$ cat src/rtl/imem_loader.sv
// Byte-stream program loader: packs a framed, XOR-checksummed image into 32-bit words,
// writes them to instruction memory from BASE_ADDR upward, and holds the core in reset until done.
module imem_loader #(
    parameter logic [31:0] BASE_ADDR = 32'h0000_1000,
    parameter int unsigned MAX_WORDS = 1024
) (
    input  logic        clk,
    input  logic        rst_n,
    input  logic        start,
    input  logic [7:0]  rx_data,
    input  logic        rx_valid,
    output logic        rx_ready,
    output logic        imem_we,
    output logic [31:0] imem_addr,
    output logic [31:0] imem_wdata,
    output logic        core_rst_n,
    output logic        busy,
    output logic        done,
    output logic        error
);

    localparam int unsigned LEN_W = 16;

    typedef enum logic [2:0] {
        S_IDLE, S_LEN0, S_LEN1, S_DATA, S_CSUM, S_DONE, S_ERROR
    } state_e;

    state_e             state_q, state_d;
    logic               rx_ready_q, rx_ready_d;
    logic               imem_we_q, imem_we_d;
    logic [31:0]        imem_addr_q, imem_addr_d;
    logic [31:0]        imem_wdata_q, imem_wdata_d;
    logic               core_rst_n_q, core_rst_n_d;
    logic               busy_q, busy_d;
    logic               done_q, done_d;
    logic               error_q, error_d;
    logic [7:0]         len_lo_q, len_lo_d;
    logic [LEN_W-1:0]   len_q, len_d;
    logic [LEN_W-1:0]   word_idx_q, word_idx_d;
    logic [1:0]         byte_cnt_q, byte_cnt_d;
    logic [23:0]        word_buf_q, word_buf_d;
    logic [7:0]         csum_q, csum_d;
    logic               accept;
    logic [LEN_W-1:0]   len_new;

    assign accept  = rx_valid && rx_ready_q;
    assign len_new = {rx_data, len_lo_q};

    // Next-state and registered-output computation
    always_comb begin
        state_d      = state_q;
        imem_we_d    = 1'b0;
        imem_addr_d  = imem_addr_q;
        imem_wdata_d = imem_wdata_q;
        len_lo_d     = len_lo_q;
        len_d        = len_q;
        word_idx_d   = word_idx_q;
        byte_cnt_d   = byte_cnt_q;
        word_buf_d   = word_buf_q;
        csum_d       = csum_q;

        case (state_q)
            S_IDLE, S_DONE, S_ERROR: begin
                if (start) begin
                    state_d    = S_LEN0;
                    len_d      = '0;
                    word_idx_d = '0;
                    byte_cnt_d = '0;
                    word_buf_d = '0;
                    csum_d     = '0;
                end
            end
            S_LEN0: begin
                if (accept) begin
                    len_lo_d = rx_data;
                    state_d  = S_LEN1;
                end
            end
            S_LEN1: begin
                if (accept) begin
                    len_d = len_new;
                    if (len_new == '0)                   state_d = S_CSUM;
                    else if (32'(len_new) > MAX_WORDS)   state_d = S_ERROR;
                    else                                 state_d = S_DATA;
                end
            end
            S_DATA: begin
                if (accept) begin
                    csum_d     = csum_q ^ rx_data;
                    byte_cnt_d = byte_cnt_q + 2'd1;
                    case (byte_cnt_q)
                        2'd0: word_buf_d[7:0]   = rx_data;
                        2'd1: word_buf_d[15:8]  = rx_data;
                        2'd2: word_buf_d[23:16] = rx_data;
                        default: begin
                            imem_we_d    = 1'b1;
                            imem_wdata_d = {rx_data, word_buf_q};
                            imem_addr_d  = BASE_ADDR + (32'(word_idx_q) << 2);
                            word_idx_d   = word_idx_q + LEN_W'(1);
                            if (word_idx_q + LEN_W'(1) == len_q) state_d = S_CSUM;
                        end
                    endcase
                end
            end
            S_CSUM: begin
                if (accept) state_d = (rx_data == csum_q) ? S_DONE : S_ERROR;
            end
            default: state_d = S_IDLE;
        endcase

        rx_ready_d   = (state_d == S_LEN0) || (state_d == S_LEN1) ||
                       (state_d == S_DATA) || (state_d == S_CSUM);
        busy_d       = rx_ready_d;
        done_d       = (state_d == S_DONE);
        error_d      = (state_d == S_ERROR);
        // Core leaves reset one cycle after DONE entry, so the final write has retired
        core_rst_n_d = (state_q == S_DONE) && (state_d == S_DONE);
    end

    always_ff @(posedge clk or negedge rst_n) begin
        if (!rst_n) begin
            state_q      <= S_IDLE;
            rx_ready_q   <= 1'b0;
            imem_we_q    <= 1'b0;
            imem_addr_q  <= BASE_ADDR;
            imem_wdata_q <= '0;
            core_rst_n_q <= 1'b0;
            busy_q       <= 1'b0;
            done_q       <= 1'b0;
            error_q      <= 1'b0;
            len_lo_q     <= '0;
            len_q        <= '0;
            word_idx_q   <= '0;
            byte_cnt_q   <= '0;
            word_buf_q   <= '0;
            csum_q       <= '0;
        end else begin
            state_q      <= state_d;
            rx_ready_q   <= rx_ready_d;
            imem_we_q    <= imem_we_d;
            imem_addr_q  <= imem_addr_d;
            imem_wdata_q <= imem_wdata_d;
            core_rst_n_q <= core_rst_n_d;
            busy_q       <= busy_d;
            done_q       <= done_d;
            error_q      <= error_d;
            len_lo_q     <= len_lo_d;
            len_q        <= len_d;
            word_idx_q   <= word_idx_d;
            byte_cnt_q   <= byte_cnt_d;
            word_buf_q   <= word_buf_d;
            csum_q       <= csum_d;
        end
    end

    assign rx_ready   = rx_ready_q;
    assign imem_we    = imem_we_q;
    assign imem_addr  = imem_addr_q;
    assign imem_wdata = imem_wdata_q;
    assign core_rst_n = core_rst_n_q;
    assign busy       = busy_q;
    assign done       = done_q;
    assign error      = error_q;

endmodule

$ cat config.mk
export PLATFORM = sky130hd
export DESIGN_NAME = imem_loader
export DESIGN_NICKNAME = d
export VERILOG_FILES = /design/src/rtl/imem_loader.sv
export SDC_FILE = /design/constraint.sdc
export NUM_CORES = 1
export LEC_CHECK = 0
export CAP_MARGIN = 20
export CORE_ASPECT_RATIO = 1.5
export CORE_MARGIN = 8
export CORE_UTILIZATION = 50
export DETAILED_ROUTE_END_ITERATION = 8
export GPL_TIMING_DRIVEN = 0
export PLACE_DENSITY = 0.74
export SLEW_MARGIN = 20
export SYNTH_ARGS = -nofsm -noshare
export SYNTH_HDL_FRONTEND = slang
export SYNTH_SLANG_ARGS = --single-unit
export TNS_END_PERCENT = 5
$ cat constraint.sdc
create_clock -name clk -period 7.6 [get_ports clk]
set_clock_uncertainty 0.2 [all_clocks]
set_input_delay 1.52 -clock clk [delete_from_list [all_inputs] [get_ports clk]]
set_output_delay 1.52 -clock clk [all_outputs]
set_load 0.01 [all_outputs]
## Word-level counts from Yosys, hierarchy flattened

Cells that the tools add are included.

| storage, ports and cells | value |
|---|---|
| bits in registers | 146 |
| output and inout port bits | 70 |
| word-level logic and storage cells | 97 |

| cells by class | value |
|---|---|
| add/sub/neg operators | 3 |
| magnitude comparators | 1 |
| eq/ne operators | 23 |
| mux-type cells | 32 |
| bitwise operators | 2 |
| reductions and logical operators | 20 |

Operators with widths:

| kind | count |
|---|---|
| $mux W16 | 4 |
| $pmux W16 S2 | 2 |
| $mux W24 | 2 |
| $pmux W24 S2 | 1 |
| $mux W8 | 5 |
| $mux W3 | 9 |
| $add A13 B18 Y19 const A | 1 |
| $eq A3 B3 Y1 const B | 6 |
| $add A16 B1 Y16 const B | 1 |
| $eq A16 B16 Y1 | 1 |
| $gt A16 B11 Y1 const B | 1 |
| $logic_not A16 Y1 | 1 |
| $pmux W8 S2 | 1 |
| $reduce_and A4 Y1 | 4 |
| $pmux W3 S5 | 1 |
| $ne A2 B2 Y1 const B | 7 |
| $eq A3 B2 Y1 const B | 4 |
| $reduce_and A3 Y1 | 3 |
| $eq A8 B8 Y1 | 1 |
| $xor A8 B8 Y8 | 1 |
| $eq A3 B1 Y1 const B | 2 |
| $mux W2 | 3 |
| $reduce_or A3 Y1 | 2 |
| $pmux W2 S2 | 1 |
| 11 further kinds | 17 |

## Logic depth before layout (Yosys ltp)

Gate-level depths: netlist of the first run.

| depth | value |
|---|---|
| depth in word-level cells | 10 |
| gate-level depth with buffers | 9 |
| depth with buffers taken out | 8 |

## Least setup slack after synthesis of the first run

No wires, ideal clock.

| timing path | value |
|---|---|
| kind | input -> register |
| start | in rx_data[5] |
| end | reg busy_q, in the netlist busy |
| setup time | 120 ps |
| data arrival time | 3269 ps |
| required time | 7280 ps |
| path slack | 4011 ps |
| stages | 7 |
| cell sequence | buf_4 > or4_4 > or4_1 > and4_4 > a21oi_4 > a31oi_1 > a31o_1 |

| on the way | value |
|---|---|
| longest elaborated chain between the ends | 9 |
| elaborated cells between the ends (all ways) | 16 |

RTL lines:

| element | line | RTL |
|---|---|---|
| from (decl) | 10 | `input logic [7:0] rx_data,` |
| $gt A16 B11 Y1 | 83 | `else if (32'(len_new) > MAX_WORDS) state_d = S_ERROR;` |
| $mux W3 | 83 |  |
| $mux W3 | 82 | `if (len_new == '0) state_d = S_CSUM;` |
| $mux W3 | 80 | `if (accept) begin` |
| $pmux W3 S5 * | 62 | `case (state_q)` |
| $eq A3 B1 Y1 or $eq A3 B2 Y1 (tied branches) | 111 | `rx_ready_d = (state_d == S_LEN0) \|\| (state_d == S_LEN1) \|\|` |
| $logic_or A1 B1 Y1 (2 in a row) | 111 |  |
| $logic_or A1 B1 Y1 * | 112 | `(state_d == S_DATA) \|\| (state_d == S_CSUM);` |
| named net busy_d | 34 | `logic busy_q, busy_d;` |
| to (signal assigned) | 144 | `busy_q <= busy_d;` |
| to (decl) | 34 |  |

Mark *: on every way through the listed nets, which the timed path passes. The rest lies on a longest branch.
A chain may end at the register's enable or synchronous reset.

## Worst setup path after layout of the first run

| timing path | value |
|---|---|
| start | in rx_data[3] |
| end | reg busy_q, in the netlist busy |

The elaborated chain is that of the path after synthesis.

==> results.py, run 1 <==
metrics = {
    "detailed_routing": {
        "drt_drc_violations_left": 0,
        "dr.first_iter.drc_count": 233,
        "dr_vias_cell": 5.531,
        "routed_wirelength_mm": 15.92,
        "firstDrtPassIters": 4,
        "route.vias.total": 4917,
        "final_antenna_net_count": 0,
        "average_wire_length_per_cell_after_detail_routing_um": 17.90,
    },
    "global_routing": {
        "grt_util_all_layers_pct": 20.22,
        "grt_antenna_before_repair": 0,
        "grt_first_pass_wirelength_mm": 25.39,
        "overflow": 0,
        "via_count_of_the_first_global_routing_pass": 5104,
        "maximum_number_of_pins_on_one_net_before_global_route_repair": 100,
    },
    "clocking": {
        "clock_tree_from_tritoncts": "done",
        "cts-resized-gates": 0,
        "numCtsBuffers": 17,
        "clk_transition_reported_paths_ns": 0.06,
        "skew_pair_late_insertion_delay_ns": 0.42,
        "h_tree_levels": 4,
        "cts.root.buffer_cell": "sky130_fd_sc_hd__clkbuf_16",
        "cts-root-to-sink-buffers": 2,
        "post_cts.repair.setup_buffers": 0,
        "postCtsHoldBufs": 0,
        "clock_sinks": 131,
    },
    "yosys": {
        "yosysSeqAreaShare_pct": 53.83,
        "synth_area_per_cell_sq_um": 9.685,
        "yosys_warning_total": 0,
        "synthesis.area_sq_um": 6092,
        "netlist_instances": 629,
        "synth_edf_count": 0,
        "postSynthRegisterBits": 131,
        "ys_types": 52,
        "dominantRegCellSynth": "sky130_fd_sc_hd__dfrtp_1",
        "post_synth_arst_share_pct": 100.0,
    },
    "final_layout": {
        "commonest_non_fill_non_tap_cell_in_the_layout": "sky130_fd_sc_hd__nand2_1",
        "layout_overhead_on_the_synthesized_area_pct": 23.89,
        "layout-drive-gt1-share_pct": 10.33,
        "layout.cells.most_common_list": "sky130_fd_sc_hd__nand2_1, sky130_fd_sc_hd__dfrtp_1, sky130_fd_sc_hd__clkdlybuf4s50_1",
        "insertedDiodeCount": 0,
        "filler_cell_count": 1005,
        "fin_nets": 741,
    },
    "worst_setup_path": {
        "cp_cell_sequence": "clkdlybuf4s50_1 -> clkbuf_1 -> xnor2_1 -> nand2_1 -> or4_1 -> a21oi_1 -> o22ai_2 -> a31oi_1 -> a31o_1",
        "cp_top_family": "buffers and inverters",
        "worst_reg_to_reg_path_cell_count": 8,
        "critical_path.max_stage_delay_ns": 0.57,
        "rr_endpoint": "error",
        "critical_path.reg2reg.startpoint": "word_idx_q[0]",
        "critical_path.max_fanout": 10,
        "worstSetupPathType": "in -> reg",
        "worst-path-buf-inv": 2,
        "critical_path.startpoint_type": "primary input",
        "crit_arrival_ns": 4.00,
        "critPathCaptureType": "register",
        "crit_slowest_cell": "sky130_fd_sc_hd__clkbuf_1",
        "required_time_at_the_worst_slack_endpoint_ns": 7.75,
        "r2r_setup_slack_ns": 4.58,
    },
    "power": {
        "static-leakage-power_nw": 3.537,
        "power_per_cell_area_nw_per_um2": 299.7,
        "post-layout-total-power_w": 0.002262,
        "max_ir_drop_vdd_v": 0.0001787,
    },
    "place": {
        "post-place-ws_ns": 3.370,
        "finalWeightedCongestion": 0.9107,
        "dp_hpwl_mm": 11.31,
        "placement.io_buffers": 60,
    },
    "sta": {
        "min_clock_period_post_route_ns": 3.849,
        "timing.slew.headroom_pct": 32.02,
        "hold_ws_ns": 0.2733,
        "tightestPinTransition_ns": 1.017,
        "setup_viol_count_final": 0,
        "post-route-period-util_pct": 50.65,
        "final_critical_path_setup_slack_ns": 3.751,
        "drv_slew": 0,
        "max_freq_mhz": 259.8,
        "finalHoldViolCount": 0,
        "grt_setup_unrepaired": "false",
    },
    "die": {
        "fp.dieH_um": 151.2,
        "core.rowCount": 49,
        "floorplan.core_area_sq_um": 11960,
        "die-area_sq_um": 16050,
        "die_w_um": 106.1,
        "i_o_pin_total": 82,
        "initial_utilization_pct": 50.96,
    },
    "min_path": {
        "min_path_type": "reg -> reg",
        "whs_path_depth": 2,
        "hold_path.startpoint": "imem_addr[9]",
        "worst_hold_path.endpoint": "imem_addr[9]",
    },
    "outcome": {
        "status": "complete, no violations",
    },
    "run": {
        "max_cap_viol_count": 0,
    },
}
==> where the power goes <==
part           total (W)  leakage, nW  switching, W  internal [W]
Clock           0.000791        0.271      0.000318      0.000473
Sequential      0.000928         1.79      0.000106      0.000822
Combinational   0.000542         1.47      0.000301      0.000241
==> routing by layer <==
layer | GRT usage [%] | up-vias | wire length (um)
li1 | - | 2312 | -
met1 | 20.95 | 2425 | 6014
met2 | 36.82 | 143 | 8632
met3 | 4.727 | 37 | 717
met4 | 11.02 | 0 | 550
met5 | 0 | - | 0
==> worst reg2reg max path, delay by kind of cell, from the launching register on <==
family | cells | cell delay (ns)
AO/OA/AOI/OAI | 2 | 0.38
adder cells (fa/ha/maj) | 1 | 0.35
flip-flops | 1 | 0.48
AND/OR/NAND/NOR | 5 | 1.54
==> kinds of logic after synthesis <==
family,count (synthesis),share of synthesized area [%]
simple gates,257,18.69
flops,131,53.83
compound gates,124,13.95
buf+inv,64,5.217
xor+xnor,34,4.888
mux,11,1.972
fa+ha+maj,7,1.397
other cells,1,0.06156
==> Yosys cell counts (all sizes together), types with 5 or more instances <==
cell    count  area (sq um)
a22o       42         367.9
xor2        9         78.83
inv         7         26.28
clkbuf     34         127.6
nor2       23         86.33
mux2        8         90.09
o31ai       5         37.54
nand2     172         648.1
xnor2      25         219.0
nand3      15         85.08
ha          6         75.07
nor3        8         40.04
nor4        6         50.04
nor2b       5         31.28
dfrtp     130          3253
nand4       9         56.30
buf        23         163.9
a21oi      11         66.32
o21ai      51         255.3
==> worst max path at each step <==
stage / start / slack [ns] / cells past startpoint / end
finish: rx_data[3] / 3.75 / 9 / busy
CTS: rx_data[3] / 3.80 / 9 / busy
floorplan: rx_data[5] / 4.01 / 7 / busy
detailed placement: rx_data[3] / 3.37 / 9 / busy
global route: rx_data[3] / 3.56 / 9 / busy
global placement: rst_n / -0.14 / 1 / imem_wdata[12]
==> sequential cells by signal, indices dropped and copies added, names as in the netlist <==
register    cells
busy            1
byte_cnt_q      2
len_lo_q        8
error           1
imem_we         1
csum_q          8
done            1
word_buf_q     24
word_idx_q     16
state_q         3
core_rst_n      1
imem_addr      17
imem_wdata     32
len_q          16
==> cell type report <==
cell class              instances  area [sq um]  area share (%)
clock buffers                  20         456.7           6.051
multi-input cells             448          2547           33.75
clock inverters                12         121.4           1.608
plain buffers                  57         291.5           3.863
repair buffers                 61         633.1           8.389
flip-flops and latches        131          3279           43.45
inverters                       7         26.28          0.3481
well taps                     153         191.4           2.536
==> metrics by stage <==
| stage | TNS, ns | instance area, sq um | instances | util, % |
|---|---|---|---|---|
| detailed placement | 0 | 6969 | 857 | 58.29 |
| floorplan | 0 | 6145 | 643 | - |
| CTS | 0 | 7547 | 889 | 63.13 |
| finish | 0 | 7547 | 889 | 63.13 |
| global placement | -17.14 | 6937 | 856 | 58.02 |
| global route | 0 | 7547 | 889 | 63.13 |
Power figures use the tool's default switching activity.
==> run 2, diff against run 1 <==
Settings changed: PLACE_DENSITY 0.74 to 0.77.
Clock period 7.6 ns to 3.1 ns, I/O delays scaled along.
==> run 2 against run 1 <==
  * Setup slack worse by 3.6 ns
  * Non-clock buffer count up 1
  * Critical path depth shrank 2
  * Die area stayed put
  * Clock power increased by 150%
  * Sequential power increased by 150%
  * Via count grew 0.85%
  * Global-route usage up 0.79 points
  * Design area rose by 0.31%
  * Critical endpoint unchanged
  * Highest routed layer unchanged
==> results.py, run 2 (same netlist as run 1, synthesis figures left out) <==
metrics = {
    "worst_setup_path": {
        "critical_path.max_fanout": 8,
        "required_time_at_the_worst_slack_endpoint_ns": 3.19,
        "rr_endpoint": "error",
        "critPathCaptureType": "register",
        "crit_arrival_ns": 3.05,
        "worstSetupPathType": "in -> reg",
        "critical_path.startpoint_type": "primary input",
        "worst_reg_to_reg_path_cell_count": 8,
        "r2r_setup_slack_ns": 0.27,
        "critical_path.reg2reg.startpoint": "word_idx_q[7]",
    },
    "detailed_routing": {
        "met3WireLength_um": 884,
        "dr.first_iter.drc_count": 351,
        "final_antenna_net_count": 0,
        "dr_top_layer": "met4",
        "drt_drc_violations_left": 0,
        "route.vias.total": 4959,
        "average_wire_length_per_cell_after_detail_routing_um": 17.97,
        "met1Wirelength_mm": 6.007,
        "firstDrtPassIters": 5,
        "routed-wl-met2_mm": 8.611,
        "dr_vias_cell": 5.572,
        "routed_wirelength_mm": 15.99,
    },
    "final_layout": {
        "largest_reg_flops": 32,
        "insertedDiodeCount": 0,
        "layout_overhead_on_the_synthesized_area_pct": 24.28,
        "layout.cells.most_common_list": "sky130_fd_sc_hd__nand2_1, sky130_fd_sc_hd__dfrtp_1, sky130_fd_sc_hd__clkdlybuf4s50_1",
        "post-route-cell-area_sq_um": 7571,
        "finalNonFillerCells": 890,
        "commonest_non_fill_non_tap_cell_in_the_layout": "sky130_fd_sc_hd__nand2_1",
        "layout-drive-gt1-share_pct": 10.18,
        "filler_cell_count": 1019,
        "fin_nets": 742,
    },
    "power": {
        "static-leakage-power_nw": 3.554,
        "power_frac_seq_pct": 40.7,
        "post-layout-total-power_w": 0.005605,
        "netSwitchingFraction_pct": 31.16,
        "net-switching-power_w": 0.001747,
        "power_per_cell_area_nw_per_um2": 740.3,
        "power_frac_clock_pct": 35.2,
        "intPower_w": 0.003859,
        "max_ir_drop_vdd_v": 0.0004611,
        "share_comb_of_total_power_pct": 24.1,
    },
    "die": {
        "floorplan.core_area_sq_um": 11960,
        "fp.dieH_um": 151.2,
        "initial_utilization_pct": 50.96,
        "core.rowCount": 49,
        "i_o_pin_total": 82,
        "die-area_sq_um": 16050,
        "die_w_um": 106.1,
    },
    "sta": {
        "setup_viol_count_final": 0,
        "post-route-period-util_pct": 95.20,
        "timing.slew.headroom_pct": 33.77,
        "max_freq_mhz": 338.8,
        "grt_setup_unrepaired": "false",
        "min_clock_period_post_route_ns": 2.951,
        "finalHoldViolCount": 0,
        "tightestPinTransition_ns": 0.9912,
        "drv_slew": 0,
    },
    "min_path": {
        "whs_path_depth": 2,
        "hold_path.startpoint": "imem_addr[6]",
        "worst_hold_path.endpoint": "imem_addr[6]",
        "min_path_type": "reg -> reg",
    },
    "global_routing": {
        "maximum_number_of_pins_on_one_net_before_global_route_repair": 100,
        "overflow": 0,
        "grt_first_pass_wirelength_mm": 26.50,
        "grt_antenna_before_repair": 0,
        "via_count_of_the_first_global_routing_pass": 5194,
        "grt_util_all_layers_pct": 21.01,
    },
    "place": {
        "placement.io_buffers": 60,
        "dpl_cell_area_sq_um": 6969,
        "dp_hpwl_mm": 11.32,
        "finalWeightedCongestion": 0.8720,
        "dpl.cell_count": 857,
    },
    "clocking": {
        "cts-root-to-sink-buffers": 2,
        "numCtsBuffers": 17,
        "h_tree_levels": 4,
        "clock_sinks": 131,
        "clk_transition_reported_paths_ns": 0.05,
        "clock_tree_from_tritoncts": "done",
        "skew_pair_late_insertion_delay_ns": 0.41,
        "cts.root.buffer_cell": "sky130_fd_sc_hd__clkbuf_16",
    },
    "run": {
        "max_cap_viol_count": 0,
    },
    "outcome": {
        "status": "complete, no violations",
    },
}
## run 2: metal layers
| layer | vias up | track usage, % |
|---|---|---|
| met4 | 0 | 9.753 |
| li1 | 2319 | - |
| met1 | 2439 | 22.30 |
| met5 | - | 0 |
| met2 | 172 | 37.92 |
| met3 | 29 | 5.579 |
## run 2: area by class of cell
cell class                      instances  area, sq um  share of cell area (%)
Multi-Input combinational cell        448         2554                   33.73
Clock buffer                           23        478.0                   6.313
Timing Repair Buffer                   62        643.1                   8.494
Sequential cell                       131         3279                   43.32
Clock inverter                          9        107.6                   1.421
Inverter                                7        26.28                  0.3471
Buffer                                 57        291.5                   3.851
Tap cell                              153        191.4                   2.529
## run 2: power by group through the flow
stage                     clock [W]  sequential (W)  combinational (W)
after global routing        0.00207         0.00232            0.00149
after floorplan                   0         0.00223           0.000963
final                       0.00197         0.00228            0.00135
after detailed placement          0         0.00230            0.00132
after global placement            0         0.00228            0.00126
after CTS                   0.00200         0.00227            0.00134
## run 2: timing repair
item                       CTS  global route
setup buffers                0             0
resized for setup            0             1
hold buffers                 1             0
setup endpoints to repair    0             5
hold endpoints to repair    31             0
## run 2: worst max-delay path, stage by stage
cell	delay, ns
sky130_fd_sc_hd__clkdlybuf4s50_1	0.60
sky130_fd_sc_hd__nand3_2	0.18
sky130_fd_sc_hd__nor3b_1	0.85
sky130_fd_sc_hd__o21ai_0	0.31
sky130_fd_sc_hd__o21ai_1	0.22
sky130_fd_sc_hd__a31oi_1	0.07
sky130_fd_sc_hd__a31o_1	0.20
## run 2: how the worst max path moves through the flow
stage	end	depth (start not counted)	start	slack, ns
final	busy	7	rx_valid	0.15
after CTS	error	8	word_idx_q[7]	0.09
after global placement	imem_wdata[11]	1	rst_n	-3.75
after global routing	error	7	rx_valid	0.009
after floorplan	busy	7	rx_data[5]	0.41
after detailed placement	busy	7	rx_valid	-0.23
## run 2: through the flow
step	utilization [%]	hold WS, ns	setup TNS (ns)	worst slack [ns]
2_1_floorplan	-	0.1244	0	0.4113
3_3_place_gp	58.02	0.2570	-488.54	-3.747
3_5_place_dp	58.29	0.2524	-1.318	-0.2270
4_1_cts	63.28	0.2762	0	0.09297
5_1_grt	63.33	0.2911	0	0.008994
6_report	63.33	0.2708	0	0.1488
==> run 3, diff against run 2 <==
Settings changed: CELL_PAD_IN_SITES_DETAIL_PLACEMENT set to 1, CELL_PAD_IN_SITES_GLOBAL_PLACEMENT set to 2, CORE_UTILIZATION 50 to 31, PLACE_DENSITY 0.77 to unset, PLACE_DENSITY_LB_ADDON set to 0.1.
==> run 3 against run 2 <==
  * Critical path depth increased by 2
  * Largest power group unchanged
  * Sequential cell count did not move
  * Setup slack better by 0.064 ns
  * Largest cell class unchanged
  * Sequential share of layout area decreased by 0.74 points
  * Global-route usage fell by 4.9 points
  * Count of clock-buffer cells in the layout fell by 2
  * Maximum frequency up 2.2%
  * Final cell count grew 12%
  * Clock power shrank 2%
  * Sequential power barely moved
  * Combinational power about the same
==> results.py, run 3 (same netlist as run 1, synthesis figures left out) <==
metrics = {
    "detailed_routing": {
        "dr.first_iter.drc_count": 205,
        "routed_wirelength_mm": 18.33,
        "drt_drc_violations_left": 0,
        "dr_vias_cell": 4.916,
        "route.vias.total": 4906,
        "average_wire_length_per_cell_after_detail_routing_um": 18.37,
        "firstDrtPassIters": 4,
        "final_antenna_net_count": 0,
    },
    "die": {
        "floorplan.core_area_sq_um": 19550,
        "i_o_pin_total": 82,
        "fp.dieH_um": 187.7,
        "initial_utilization_pct": 31.16,
        "die-area_sq_um": 24490,
        "die_w_um": 130.5,
        "core.rowCount": 63,
    },
    "sta": {
        "timing.slew.headroom_pct": 51.26,
        "final_critical_path_setup_slack_ns": 0.2129,
        "setup-tns-final_ns": 0,
        "hold_ws_ns": 0.2719,
        "tightestPinTransition_ns": 0.7310,
        "setup_viol_count_final": 0,
        "drv_slew": 0,
        "min_clock_period_post_route_ns": 2.887,
        "post-route-period-util_pct": 93.13,
        "max_freq_mhz": 346.4,
        "grt_setup_unrepaired": "false",
        "finalHoldViolCount": 0,
    },
    "worst_setup_path": {
        "critical_path.startpoint_type": "primary input",
        "crit_arrival_ns": 3.04,
        "required_time_at_the_worst_slack_endpoint_ns": 3.26,
        "critical_path.max_fanout": 10,
        "worstSetupPathType": "in -> reg",
        "critPathCaptureType": "register",
    },
    "final_layout": {
        "finish.utilization_pct": 39.40,
        "layout-drive-gt1-share_pct": 10.84,
        "fin_nets": 743,
        "commonest_non_fill_non_tap_cell_in_the_layout": "sky130_fd_sc_hd__nand2_1",
        "layout_overhead_on_the_synthesized_area_pct": 26.43,
        "layout.cells.most_common_list": "sky130_fd_sc_hd__nand2_1, sky130_fd_sc_hd__dfrtp_1, sky130_fd_sc_hd__clkdlybuf4s50_1",
        "insertedDiodeCount": 0,
        "largest_reg_flops": 32,
    },
    "power": {
        "power_per_cell_area_nw_per_um2": 724.1,
        "netSwitchingFraction_pct": 32.49,
        "power_frac_clock_pct": 34.6,
        "max_ir_drop_vdd_v": 0.0002994,
        "static-leakage-power_nw": 3.548,
        "net-switching-power_w": 0.001812,
        "intPower_w": 0.003765,
        "share_comb_of_total_power_pct": 24.5,
        "post-layout-total-power_w": 0.005577,
        "power_frac_seq_pct": 40.9,
    },
    "clocking": {
        "clk_transition_reported_paths_ns": 0.05,
        "h_tree_levels": 4,
        "cts.root.buffer_cell": "sky130_fd_sc_hd__clkbuf_16",
        "clock_tree_from_tritoncts": "done",
        "numCtsBuffers": 17,
        "clock_sinks": 131,
        "cts-root-to-sink-buffers": 2,
        "skew_pair_late_insertion_delay_ns": 0.42,
    },
    "place": {
        "dp_hpwl_mm": 13.43,
        "finalWeightedCongestion": 0.8150,
        "placement.io_buffers": 60,
        "post-place-ws_ns": -0.3276,
    },
    "global_routing": {
        "grt_first_pass_wirelength_mm": 30.21,
        "via_count_of_the_first_global_routing_pass": 5500,
        "maximum_number_of_pins_on_one_net_before_global_route_repair": 92,
        "grt_antenna_before_repair": 0,
        "grt_util_all_layers_pct": 16.14,
        "overflow": 0,
    },
    "outcome": {
        "status": "complete, no violations",
    },
    "min_path": {
        "min_path_type": "reg -> reg",
    },
    "run": {
        "max_cap_viol_count": 0,
    },
}
[run 3: metrics by stage]
step | cell area (sq um) | cells
after floorplan | 6145 | 643
after global placement | 7071 | 963
after detailed placement | 7103 | 964
after CTS | 7691 | 998
after global routing | 7702 | 998
final | 7702 | 998
[run 3: path summary, 6_finish.rpt]
kind,from,end,slack [ns],cells past startpoint
worst max-delay path,rx_data[3],busy,0.21,9
max in group asynchronous,rst_n,csum_q[4],1.46,3
worst min register to register,imem_wdata[30],imem_wdata[30],0.27,2
worst max register to register,word_idx_q[10],error,0.24,10
worst min-delay path,imem_wdata[30],imem_wdata[30],0.27,2
min in group asynchronous,rst_n,imem_we,0.46,2
[run 3: metal layers]
metal  vias up  global-route usage [%]  wire (um)
li1       2310                       -          -
met1      2464                   17.63       7128
met2       100                   29.01      10020
met3        32                   3.639        707
met4         0                   6.652        480
met5         -                       0          0
[run 3: worst max-delay path: stages]
cell and delay [ns]:
sky130_fd_sc_hd__clkdlybuf4s50_1 0.52, sky130_fd_sc_hd__clkbuf_1 0.51, sky130_fd_sc_hd__xnor2_1 0.19, sky130_fd_sc_hd__nand2_1 0.08
sky130_fd_sc_hd__or4_1 0.47, sky130_fd_sc_hd__a21oi_1 0.20, sky130_fd_sc_hd__o22ai_2 0.15, sky130_fd_sc_hd__a31oi_1 0.19
sky130_fd_sc_hd__a31o_1 0.11
[run 3: area by class of cell]
cell class,count,area (sq um)
buffer,57,291.5
clock buffer,21,460.4
clock inverter,11,103.9
fill,2311,11850
inverter,7,26.28
multi-input combinational,448,2565
sequential,131,3279
tap,260,325.3
timing repair buffer,63,650.6
[run 3: timing repair]
action | 4_1_cts | 5_1_grt
endpoints found under the setup margin | 5 | 6
hold endpoints to repair | 39 | 0
resized for setup | 1 | 2
setup buffers | 1 | 0
pin swaps | 1 | 0
hold buffers | 1 | 0
[run 3: power by group through the flow]
stage / sequential [W] / clock, W / combinational, W
3_3_place_gp: 0.00230 / 0 / 0.00131
6_report: 0.00228 / 0.00193 / 0.00137
4_1_cts: 0.00228 / 0.00199 / 0.00138
5_1_grt: 0.00233 / 0.00205 / 0.00152
3_5_place_dp: 0.00231 / 0 / 0.00135
2_1_floorplan: 0.00223 / 0 / 0.000963
